--- src/rtl/sa_fifo_ctrl_256x8.sv ---
// sa_fifo_ctrl_256x8: valid/ready FIFO controller owning both ports of an external two-port RAM
module sa_fifo_ctrl_256x8 #(
  parameter int DEPTH = 256,
  parameter int AW = 8,
  parameter int DW = 8
) (
  input  logic          clk,
  input  logic          rstn,
  input  logic          clr,
  input  logic          wr_pvld,
  output logic          wr_prdy,
  input  logic [DW-1:0] wr_pd,
  output logic          rd_pvld,
  input  logic          rd_prdy,
  output logic [DW-1:0] rd_pd,
  output logic [AW:0]   count,
  output logic [AW-1:0] ram_wa,
  output logic          ram_we,
  output logic [DW-1:0] ram_di,
  output logic [AW-1:0] ram_ra,
  output logic          ram_re,
  input  logic [DW-1:0] ram_dout
);
  localparam logic [AW:0] FULL = (AW+1)'(DEPTH);
  logic [AW-1:0] wptr, rptr;
  logic [AW:0] unread, count_next;
  logic push, pop;
  assign push = wr_pvld & wr_prdy;
  assign pop = rd_pvld & rd_prdy;
  assign ram_we = push;
  assign ram_wa = wptr;
  assign ram_di = wr_pd;
  assign ram_ra = rptr;
  assign rd_pd = ram_dout;
  assign unread = count - (AW+1)'(rd_pvld);
  assign ram_re = (unread != '0) & (~rd_pvld | rd_prdy) & ~clr;
  assign count_next = clr ? '0 : count + (AW+1)'(push) - (AW+1)'(pop);
  // pointers wrap naturally at DEPTH; the head register refills whenever its slot is free
  always_ff @(posedge clk or negedge rstn) begin
    if (!rstn) begin
      wptr <= '0;
      rptr <= '0;
      count <= '0;
      rd_pvld <= 1'b0;
      wr_prdy <= 1'b0;
    end else begin
      wptr <= clr ? '0 : wptr + AW'(push);
      rptr <= clr ? '0 : rptr + AW'(ram_re);
      count <= count_next;
      rd_pvld <= clr ? 1'b0 : (ram_re | (rd_pvld & ~pop));
      wr_prdy <= clr | (count_next != FULL);
    end
  end
endmodule

--- config.mk ---
export PLATFORM = sky130hd
export DESIGN_NAME = sa_fifo_ctrl_256x8
export DESIGN_NICKNAME = d
export VERILOG_FILES = /design/src/rtl/sa_fifo_ctrl_256x8.sv
export SDC_FILE = /design/constraint.sdc
export NUM_CORES = 1
export LEC_CHECK = 0
export ABC_AREA = 1
export CORE_MARGIN = 3
export CORE_UTILIZATION = 35
export DETAILED_ROUTE_END_ITERATION = 8
export HOLD_SLACK_MARGIN = 0.15
export PLACE_DENSITY_LB_ADDON = 0.1
export SETUP_SLACK_MARGIN = 0.4
export SYNTH_ARGS = -nofsm -noshare
export SYNTH_HDL_FRONTEND = slang
export SYNTH_SLANG_ARGS = --single-unit
export TNS_END_PERCENT = 5
--- constraint.sdc ---
create_clock -name clk -period 2.2 [get_ports clk]
set_input_delay 0.55 -clock clk [delete_from_list [all_inputs] [get_ports clk]]
set_output_delay 0.55 -clock clk [all_outputs]
set_load 0.02 [all_outputs]
[After elaboration in Yosys (flattened, before gate mapping)]
Cells that the tools add are included.
Storage, ports and cells
  output and inout bits: 45
  word-level logic and storage cells: 27
  register bits after elaboration: 27
  bits of input ports: 21
Operators by class
  bitwise logic cells: 11
  equal/unequal tests: 1
  reduce and logical (&&, ||, !) cells: 1
  muxes and demuxes: 4
  add/sub/neg operators: 5
Operators by type and width (number)
  subtractor 9 x 1 -> 9 bit: 2
  adder 8 x 1 -> 8 bit: 2
  2-to-1 mux 8 bit: 2
  adder 9 x 1 -> 9 bit: 1
  2-to-1 mux 9 bit: 1
  inequality test 9 bit, second input constant: 1
  nonzero test 9 bit: 1
  AND 1 bit: 5
  inverter 1 bit: 3
  OR 1 bit: 3
  2-to-1 mux 1 bit: 1

[Logic depth before layout (Yosys ltp)]
Gate-level depths: netlist of the first run.
  word-level depth: 6
  depth in mapped cells: 16
  mapped depth without buffers: 16

[Worst setup path after synthesis of the first run]
No wires, ideal clock.
  kind: register to register
  from: reg count[2]
  to: reg rptr[6], in the netlist ram_ra[6]
  slack: -0.532 ns
  stages on the path, launching flop included: 15
  period minus slack after synthesis: 2.732 ns
  required time: 2.077 ns
  data arrival time: 2.608 ns
  path through: dfrtp_1 inv_1 ha_1 inv_1 nor2_4 o21ai_1 a21oi_1 a31oi_1 ha_1 ha_1 nand2_1 nor3_1 nand2_1 o21ai_0 a21oi_1
On the way
  longest elaborated chain between the ends: 6
RTL lines
  start, declared: RTL line 16  | output logic [AW:0] count,
  start signal, assigned: RTL line 49  | count <= count_next;
  subtractor 9 x 1 -> 9 bit: RTL line 35  | assign unread = count - (AW+1)'(rd_pvld);
  nonzero test 9 bit: RTL line 36  | assign ram_re = (unread != '0) & (~rd_pvld | rd_prdy) & ~clr;
  AND 1 bit (2 in series): RTL line 36
  via ram_re: RTL line 21  | output logic ram_re,
  adder 8 x 1 -> 8 bit: RTL line 48  | rptr <= clr ? '0 : rptr + AW'(ram_re);
  2-to-1 mux 8 bit: RTL line 48
  end signal, assigned: RTL line 48
  end, declared: RTL line 25  | logic [AW-1:0] wptr, rptr;
The timed path passes the listed nets, and every way through them passes these cells.

[Final worst setup path of the first run]
  from: reg count[2]
  to: out ram_re
On the way
  longest elaborated chain between the ends: 4
RTL lines (RTL line)
  subtractor 9 x 1 -> 9 bit: 35
  nonzero test 9 bit: 36
  AND 1 bit (2 in series): 36
  end, declared: 21
Every way passes these cells.

==> results of run 1 <==
final timing paths:
path	startpoint	endpoint	slack [ps]	depth (start not counted)
max reg2reg	count[2]	ram_ra[5]	-220	18
max in group asynchronous	rstn	count[7]	1270	2
max	count[2]	ram_re	-230	11
min in group asynchronous	rstn	count[8]	640	2
min reg2reg	ram_ra[7]	ram_ra[7]	470	1
min	ram_ra[7]	ram_ra[7]	470	1
power by group:
group / switching, mW / total [mW] / internal, mW
combinational: 1.42 / 2.66 / 1.24
sequential: 0.0848 / 0.684 / 0.599
clock: 0.182 / 0.311 / 0.129
critical path, delay by kind of cell (launching register included):
kind / cells / cell delay [ps]
compound gates: 1 / 120
flops: 1 / 440
buf+inv: 4 / 390
fa+ha+maj: 1 / 150
simple gates: 5 / 490
flip-flops by register name, summed over array words and instances (netlist names):
| register | flops |
|---|---|
| ram_wa | 8 |
| rd_pvld | 1 |
| ram_ra | 8 |
| count | 9 |
| wr_prdy | 1 |
synth_stat cells:
cell / instances
nand2_1: 49
inv_1: 46
dfrtp_1: 27
nor2_1: 27
nand3_1: 26
ha_1: 22
buf_4: 17
a21oi_1: 16
o21ai_0: 12
inv_2: 2
nand4_1: 2
nor2_2: 2
nor3_1: 2
o21ai_1: 2
o21bai_1: 2
a21boi_0: 1
a21oi_2: 1
a31oi_1: 1
and2_0: 1
buf_6: 1
fa_1: 1
nand2_2: 1
nor2_4: 1
or2_0: 1
xor2_1: 1
cell type report:
class / count / area (µm²)
inverter: 48 / 193
multi-input combinational: 171 / 1240
tap: 70 / 87.6
clock buffer: 3 / 41.3
fill: 514 / 2300
clock inverter: 1 / 7.51
sequential: 27 / 687
timing repair buffer: 86 / 718
through the flow:
stage	total power, mW	setup TNS (ps)	setup slack (ps)	hold WS, ps
after detailed placement	3.01	-5410	-637	460
after CTS	3.51	-1260	-235	470
final	3.65	-1360	-228	474
after floorplan	2.15	-271	-136	254
after global placement	2.99	-5100	-591	451
after global routing	4.01	-2720	-377	503
kinds of logic (layout without fill, tap and decap cells):
| kind of cell | count (synthesis) | in the layout | share of synthesized area, % |
|---|---|---|---|
| compound gates | 35 | 35 | 9.54 |
| fa+ha+maj | 23 | 23 | 15.0 |
| simple gates | 112 | 112 | 24.4 |
| xor+xnor | 1 | 1 | 0.445 |
| flops | 27 | 27 | 34.4 |
| buf+inv | 66 | 138 | 16.2 |
cell usage in the layout, fill, tap and decap left out, types with 2 or more instances in the layout:
| cell type | synthesis | final |
|---|---|---|
| nand2_1 | 49 | 45 |
| buf_6 | 1 | 8 |
| o21bai_1 | 2 | 2 |
| nor2_2 | 2 | 9 |
| ha_1 | 22 | 12 |
| nor2_4 | 1 | 3 |
| clkbuf_8 | 0 | 3 |
| o21ai_2 | 0 | 3 |
| nand3_1 | 26 | 16 |
| buf_4 | 17 | 46 |
| dfrtp_1 | 27 | 18 |
| inv_1 | 46 | 33 |
| dlygate4sd2_1 | 0 | 28 |
| nor2_1 | 27 | 18 |
| nand2_2 | 1 | 3 |
| o21ai_0 | 12 | 8 |
| clkdlybuf4s50_1 | 0 | 2 |
| nand2_4 | 0 | 2 |
| inv_2 | 2 | 10 |
| a21oi_2 | 1 | 2 |
| nand3_2 | 0 | 9 |
| o21ai_1 | 2 | 3 |
| nand4_1 | 2 | 2 |
| ha_2 | 0 | 2 |
| dfrtp_2 | 0 | 9 |
| inv_4 | 0 | 5 |
| ha_4 | 0 | 8 |
| a21oi_1 | 16 | 15 |
metal layers:
metal	GRT usage (%)	wire length, µm	share of wire, %	vias up
met2	27.0	2260	46	32
li1	-	-	-	965
met1	22.6	2390	49	823
met4	3.72	29	0.59	0
met5	0	0	0	-
met3	2.11	191	3.9	4
what timing repair did:
action	in CTS	in global routing
gates resized for setup	71	28
buffers inserted	10	3
hold endpoints to repair	0	0
endpoints found under the setup margin	50	24
pin swaps	25	19
==> impl_results.md, run 1 <==
- Status: finished, violations left
- Failing checks: negative setup slack
- RSZ-0062 raised after global routing: yes
- Min Tclk post-route: 2430 ps
- Fin crit share: 110%
- Rows: 26
- Via count: 1824
- Largest net degree at the start of global routing: 28
- Synth Warn #: 0
- IO Count: 66
- Clock Path Buffers: 2
- Root Buffer: clkbuf_8
- Worst slew pin tran: 371 ps
- CTS sink count: 27
- Die Wd: 81.0 µm
- # H-tree levels: 1
- DR WL/cell: 12.0 µm
- Area after DPL: 2650 µm²
- Skew final: 8.28 ps
- Pins Over Slew Limit: 0
- Syn avg cell area: 7.45 µm²
- Area leader, netlist: dfrtp_1
- Setup violators final: 8
- Worst setup margin: -228 ps
- First-pass DRT Iterations: 5
- Post-Route WL: 4870 µm
- DP HPWL: 3580 µm
- Register area share after synthesis: 34.4%
- GPL Wtd Cong: 0.807
- First-pass GRT wire length: 8310 µm
- Critical path launch point type: flip-flop
- Share of layout cells above drive strength 1: 38.7%
- CP required: 1650 ps
- Post-DRT Antenna Nets: 0
- Crit-path cells: inv_4, ha_4, buf_6, nand2_2, inv_2, nor2_2, nor2_1, nand3_1, nor2_2, a31oi_4, buf_6
- Synth Register Bits: 27
- DRC violations left: 0
- CP Max Fanout: 3
- Layout area overhead: 51.2%
- Total track usage: 16.3%
- Vias in the first global route: 1840
- Synth top area share: 34.4%
- CTS tree: built
- IO buf count: 33
- Antenna cell count: 0
- Die H: 81.0 µm
- Slowest Stage Delay on Critical Path: 440 ps
- Fin cells: 406
- Via-to-Cell Ratio: 4.49
- Initial DRC count: 65
- F_max: 0.412 GHz
- NumNets Final: 381
- Die area: 6560 µm²
- Worst-path clk slew: 110 ps
- Netlist cell types: 25
- Hold crit path type: flip-flop to flip-flop
- Post-route cell area: 2970 µm²
- Main area contributors after synthesis: dfrtp_1 34%, ha_1 14%, nand2_1 9.4%
- Final hold vios: 0
- CTS buffer count: 3
- CP Data Arrival Time: 1880 ps
- Post-Syn Instances: 264
- Cells after DPL: 389
- Crit path kind: flip-flop to output pin
- Pwr/cell area: 1230 nW/µm²
- Slew HR: 75.3%
- Total of max-cap violations: 0
- Max IR drop VDD: 0.000643 V
- Net Count, Synth: 308
- CP Capture Type: output pin
- Initial antenna violation count: 0
- Syn Std Cell Area: 1970 µm²
- LEAKAGE: 1.56 nW
- Clock Latency Late Sink: 280 ps
- Grt ovf: 0
- Cts-stage hold buffer count: 0
- Initial Util: 37.3%
- Util after Layout: 56.4%
- Core ar.: 5270 µm²
- Worst path slowest cell: dfrtp_2
(Power assumes the default switching activity.)
==> inputs of run 2 (changes only) <==
ABC_AREA = not set   (was 1)
CELL_PAD_IN_SITES_DETAIL_PLACEMENT = 1   (was not set)
CELL_PAD_IN_SITES_GLOBAL_PLACEMENT = 2   (was not set)
CORE_UTILIZATION = 24   (was 35)
==> run 2 against run 1 <==
Effect of this change:
- sequential cell count did not move
- maximum frequency fell by 13%
- first-iteration DRC count fell by 55%
- non-clock buffer count fell by 17
- the run still ends with negative setup slack left
==> impl_results.md, run 2 <==
- Status: finished, violations left
- Failing checks: negative setup slack
- Cts-stage hold buffer count: 0 (unchanged)
- Total track usage: 12.2% (-4.1 points)
- Area leader, netlist: dfrtp_1
- Initial antenna violation count: 0 (unchanged)
- Clock Latency Late Sink: 280 ps (about the same)
- Slowest Stage Delay on Critical Path: 440 ps (about the same)
- Setup WS pre-CTS: -1010 ps (-373 ps)
- Main area contributors after synthesis: dfrtp_1 35%, ha_1 14%, buf_4 6.2%
- CP Max Fanout: 3 (unchanged)
- Hold crit path type: flip-flop to flip-flop
- Area after DPL: 2590 µm² (-2.1%)
- Total of max-cap violations: 0 (unchanged)
- CP required: 1650 ps (about the same)
- Critical path launch point type: flip-flop
- Slew HR: 73.6% (-1.7 points)
- Synth Warn #: 0 (unchanged)
- Commonest non-fill, non-tap cell in the layout: buf_4
- Largest net degree at the start of global routing: 31 (+11%)
- Core ar.: 7810 µm² (+48%)
- Final hold vios: 0 (unchanged)
- Root Buffer: clkbuf_8
- IO Count: 66 (unchanged)
- Worst setup margin: -580 ps (-352 ps)
- Post-DRT Antenna Nets: 0 (unchanged)
- Layout area overhead: 41.9%
- Synth Flop Type: dfrtp_1
- CP Capture Type: output pin
- First-pass DRT Iterations: 2 (-3)
- Pwr/cell area: 1230 nW/µm² (+0.47%)
- CTS tree: built
- First-pass GRT wire length: 8650 µm (+4.2%)
- Max IR drop VDD: 0.000550 V (-14%)
- RSZ-0062 raised after global routing: yes
- CP Data Arrival Time: 2230 ps (+350 ps)
- DR WL/cell: 15.0 µm (+25%)
- Post-route cell area: 2760 µm² (-7.2%)
- Initial Util: 24.9% (-12 points)
- Util after Layout: 35.4% (-21 points)
- Die H: 96.0 µm (+19%)
- Via-to-Cell Ratio: 4.46 (-0.82%)
- Min Tclk post-route: 2780 ps (+352 ps)
- # H-tree levels: 1 (unchanged)
- Worst-path clk slew: 100 ps (about the same)
- LEAKAGE: 1.33 nW (-15%)
- # fillers: 906 (+76%)
- Post-synth EDFFs: 0 (unchanged)
- Rows: 32 (+23%)
- Via count: 1613 (-12%)
- Setup violators final: 15 (+7)
- NumNets Final: 305 (-20%)
- Worst path slowest cell: dfrtp_2
- Syn Std Cell Area: 1950 µm² (-1.1%)
- Initial DRC count: 29 (-55%)
- Asr flop ratio synth: 100% (unchanged)
- Post-Route WL: 5440 µm (+12%)
- Crit path kind: flip-flop to output pin
- CTS sink count: 27 (unchanged)
- Commonest cells in the netlist: 27 x dfrtp_1, 23 x nor2_1, 22 x ha_1
- Clock Path Buffers: 2 (unchanged)
- Register area share after synthesis: 34.7% (+0.38 points)
- Most frequent cells in the layout: 35 x buf_4, 29 x dlygate4sd2_1, 23 x dfrtp_1, 21 x nor2_1, 17 x ha_1
- Net Count, Synth: 250 (-19%)
- Skew final: 4.72 ps (-3.56 ps)
- Synth top area share: 34.7% (+0.38 points)
- Die Wd: 96.0 µm (+19%)
- Fin crit share: 126% (+16 points)
- Crit-path cells: ha_4, and3b_1, or3_1, a221o_1, nor4_4, nor2_2, buf_2
- Post-Syn Instances: 206 (-22%)
- Share of layout cells above drive strength 1: 32.3% (-6.4 points)
- WHS: 545 ps (+71.1 ps)
- Antenna cell count: 0 (unchanged)
- Overall power: 3.41 mW (-6.7%)
- CTS buffer count: 3 (unchanged)
- Syn avg cell area: 9.44 µm² (+27%)
- GPL Wtd Cong: 0.746 (-7.5%)
- Pins Over Slew Limit: 0 (unchanged)
- Vias in the first global route: 1761 (-4.3%)
- IO buf count: 33 (unchanged)
- F_max: 0.360 GHz (-13%)
- Grt ovf: 0 (unchanged)
- Count leader, synth: dfrtp_1
- Top reg by flops: count
- Max reg flops: 9 (unchanged)
- Synth Register Bits: 27 (unchanged)
- DRC violations left: 0 (unchanged)
- Die area: 9220 µm² (+41%)
- Netlist cell types: 42 (+68%)
- Worst slew pin tran: 395 ps (+24.9 ps)
- DP HPWL: 4250 µm (+19%)
-- run 2: critical path, delay by kind of cell, from the launching register on --
family | cells | cell delay, ps
AOI/OAI and AO/OA | 1 | 350
adders and majority gates | 1 | 170
buffers and inverters | 1 | 160
DFF | 1 | 440
and+or+nand+nor | 4 | 840
-- run 2: final timing paths --
kind	start	end	slack, ps	cells after the start
max in group asynchronous	rstn	count[0]	1240	2
min in group asynchronous	rstn	ram_wa[5]	660	2
worst max register to register	rd_pvld	ram_ra[5]	-480	12
worst min-delay path	ram_wa[7]	ram_wa[7]	540	2
worst max-delay path	rd_pvld	ram_re	-580	7
worst min register to register	ram_wa[7]	ram_wa[7]	540	2
-- run 2: cell type report --
cell class	instances	area [µm²]	share of cell area, %
Multi-Input combinational cell	142	1280	46.4
Sequential cell	27	681	24.6
Timing Repair Buffer	69	558	20.2
Tap cell	102	128	4.62
Inverter	18	67.6	2.45
Clock buffer	3	41.3	1.50
Clock inverter	1	5.00	0.181
-- run 2: per-stage QoR --
step                      TNS (ps)  cells
after floorplan              -4180    206
after global placement      -10620    356
after detailed placement    -10580    356
after CTS                    -6260    362
after global routing         -7630    362
final                        -5390    362
-- run 2: kinds of logic after synthesis --
| logic type | after synthesis | synth area share (%) |
|---|---|---|
| AND/OR/NAND/NOR | 72 | 20.6 |
| buffers and inverters | 37 | 10.2 |
| flip-flops | 27 | 34.7 |
| AO/OA/AOI/OAI | 25 | 9.20 |
| adder cells (fa/ha/maj) | 23 | 15.2 |
| XOR/XNOR | 20 | 9.00 |
| multiplexers | 2 | 1.09 |
-- run 2: power by group --
group          switching, mW  total (mW)  leakage (nW)  internal, mW
combinational           1.21        2.47         0.949          1.26
clock                  0.171       0.298        0.0255         0.127
sequential            0.0576       0.639         0.353         0.581
-- run 2: routing by layer --
layer	up-vias	track usage (%)	wire length (µm)
met5	-	0	0
met4	0	3.55	68
met3	8	1.41	247
met2	30	21.8	2720
met1	789	15.3	2400
li1	786	-	-
-- run 2: what timing repair did --
| item | CTS | global route |
|---|---|---|
| setup buffers | 2 | 0 |
| pin swaps | 15 | 5 |
| resized for setup | 60 | 6 |
| endpoints found under the setup margin | 51 | 20 |
==> inputs of run 3 (changes only) <==
CORE_UTILIZATION = 29   (was 24)
clock period = 3.4 ns   (was 2.2 ns; I/O delays follow)
==> run 3 against run 2 <==
Effect of this change:
- the run now ends clean
- worst hold slack better by 19 ps
- sequential power down 33%
- setup slack better by 920 ps
- clock power down 37%
- final cell count down 12%
- sequential cell count unchanged
- first-iteration DRC count up 31%
==> impl_results.md, run 3 (synthesis gave the netlist of run 2 again) <==
- Cts-stage hold buffer count: 0 (unchanged)
- # fillers: 731 (-19%)
- Largest net degree at the start of global routing: 31 (unchanged)
- Max IR drop VDD: 0.000305 V (-45%)
- Die area: 7730 µm² (-16%)
- CP Data Arrival Time: 3260 ps (+1030 ps)
- Critical path launch point type: primary input
- IO Count: 66 (unchanged)
- NumNets Final: 288 (-5.6%)
- # H-tree levels: 1 (unchanged)
- Initial DRC count: 38 (+31%)
- Crit path kind: primary input to flip-flop
- Status: finished, final reports clean
- Clock Latency Late Sink: 280 ps (about the same)
- Initial antenna violation count: 0 (unchanged)
- Post-Route WL: 5290 µm (-2.7%)
- RSZ-0062 raised after global routing: yes
- CTS tree: built
- Hold crit path type: flip-flop to flip-flop
- Setup WS pre-CTS: -127 ps (+883 ps)
- Most frequent cells in the layout: 31 x clkdlybuf4s50_1, 27 x dfrtp_1, 22 x nor2_1, 19 x buf_4, 16 x ha_1
- Post-route cell area: 2570 µm² (-6.8%)
- Logic pwr share: 69.1% (-3.4 points)
- Worst setup margin: 336 ps (+916 ps)
- Pint: 1.10 mW (-44%)
- Top reg by flops: count
- CP Capture Type: flip-flop
- Rows: 29 (-9.4%)
- Sequential power share: 21.4% (+2.6 points)
- DRC violations left: 0 (unchanged)
- Clock Path Buffers: 2 (unchanged)
- First-pass GRT wire length: 8650 µm (about the same)
- Sequential cell area: 676 µm² (-0.74%)
- Min Tclk post-route: 3060 ps
- Area after DPL: 2340 µm² (-9.7%)
- Clock share of power: 9.5% (+0.7 points)
- CP Max Fanout: 2 (-1)
- Via count: 1563 (-3.1%)
- CTS buffer count: 3 (unchanged)
- Worst slew pin tran: 569 ps (+174 ps)
- Setup violators final: 0 (-15)
- Total track usage: 14.0% (+1.8 points)
- Overall power: 1.99 mW (-42%)
- Post-DRT Antenna Nets: 0 (unchanged)
- Via-to-Cell Ratio: 4.88 (+9.6%)
- Pwr/cell area: 772 nW/µm² (-37%)
- Setup TNS: 0 ps (+5390 ps)
- Final hold vios: 0 (unchanged)
- First-pass DRT Iterations: 4 (+2)
- Fin crit share: 90.1%
- Commonest non-fill, non-tap cell in the layout: clkdlybuf4s50_1
- DP HPWL: 4060 µm (-4.5%)
- Max reg flops: 9 (unchanged)
- F_max: 0.326 GHz
- Antenna cell count: 0 (unchanged)
- Grt ovf: 0 (unchanged)
- Die Wd: 87.9 µm (-8.5%)
- Multi-input gate area: 1210 µm² (-5.3%)
- IO buf count: 33 (unchanged)
- Pins Over Slew Limit: 0 (unchanged)
- Share of layout cells above drive strength 1: 21.0% (-11 points)
- Sw frac: 44.8% (+2.5 points)
- Layout area overhead: 32.3%
- Skew final: 11.1 ps (+6.42 ps)
- CP required: 3590 ps (+1940 ps)
- Core ar.: 6420 µm² (-18%)
- Slew HR: 61.8% (-12 points)
- Initial Util: 30.3% (+5.4 points)
- Die H: 87.9 µm (-8.5%)
- GPL Wtd Cong: 0.837 (+12%)
- Worst-path clk slew: 90 ps (about the same)
- Vias in the first global route: 1733 (-1.6%)
- Root Buffer: clkbuf_8
- Slack of the worst reg-to-reg path: 650 ps (+1130 ps)
- LEAKAGE: 1.14 nW (-14%)
- Total of max-cap violations: 0 (unchanged)
- DR WL/cell: 16.5 µm (+10%)
- P_sw: 0.889 mW (-38%)
- CTS sink count: 27 (unchanged)
run 3: layout make-up:
type                    instances  area share [%]
inverters                      18            2.62
flip-flops and latches         27            26.2
well taps                      77            3.74
clock buffers                   4            1.75
repair buffers                 52            18.5
multi-input cells             142            47.1
run 3: repair_timing:
| item | 4_1_cts | 5_1_grt |
|---|---|---|
| endpoints found under the setup margin | 5 | 9 |
| pin swaps | 6 | 9 |
| setup buffers | 4 | 2 |
| cloned | 0 | 0 |
| resized for setup | 15 | 22 |
run 3: power by group through the flow:
| stage | registers [mW] | logic [mW] | clock network (mW) |
|---|---|---|---|
| 2_1_floorplan | 0.485 | 0.743 | 0 |
| 3_3_place_gp | 0.432 | 1.13 | 0 |
| 3_5_place_dp | 0.435 | 1.16 | 0 |
| 4_1_cts | 0.428 | 1.24 | 0.198 |
| 5_1_grt | 0.436 | 1.51 | 0.211 |
| 6_report | 0.425 | 1.37 | 0.189 |
run 3: routing by layer:
| layer | vias up | global-route usage (%) | wire length [µm] |
|---|---|---|---|
| met4 | 0 | 2.37 | 44 |
| li1 | 753 | - | - |
| met5 | - | 0 | 0 |
| met1 | 772 | 18.3 | 2430 |
| met2 | 22 | 24.3 | 2640 |
| met3 | 16 | 2.73 | 174 |
run 3: path summary, 6_finish.rpt:
kind                           start   endpoint  cells past startpoint
setup reg to reg            count[3]  ram_ra[7]                     13
max in group asynchronous       rstn   count[6]                      2
hold / removal             ram_wa[7]  ram_wa[7]                      2
min in group asynchronous       rstn  ram_ra[3]                      2
hold reg to reg            ram_wa[7]  ram_wa[7]                      2
setup / recovery             rd_prdy    wr_prdy                     11
run 3: worst max-delay path, cell delays in order:
cell and delay (ps):
clkdlybuf4s50_1 430, and2_4 180, ha_4 250, inv_2 40
ha_4 160, fa_2 420, nand2b_1 120, a211oi_2 100
o32ai_2 300, mux2_4 340, o2111ai_2 80
run 3: per-stage QoR:
| stage | instances | hold slack [ps] | util [%] |
|---|---|---|---|
| after CTS | 318 | 572 | 38.2 |
| after floorplan | 206 | 554 | - |
| final | 320 | 564 | 40.1 |
| after detailed placement | 310 | 547 | 36.4 |
| after global routing | 320 | 587 | 40.1 |
| after global placement | 310 | 522 | 36.4 |
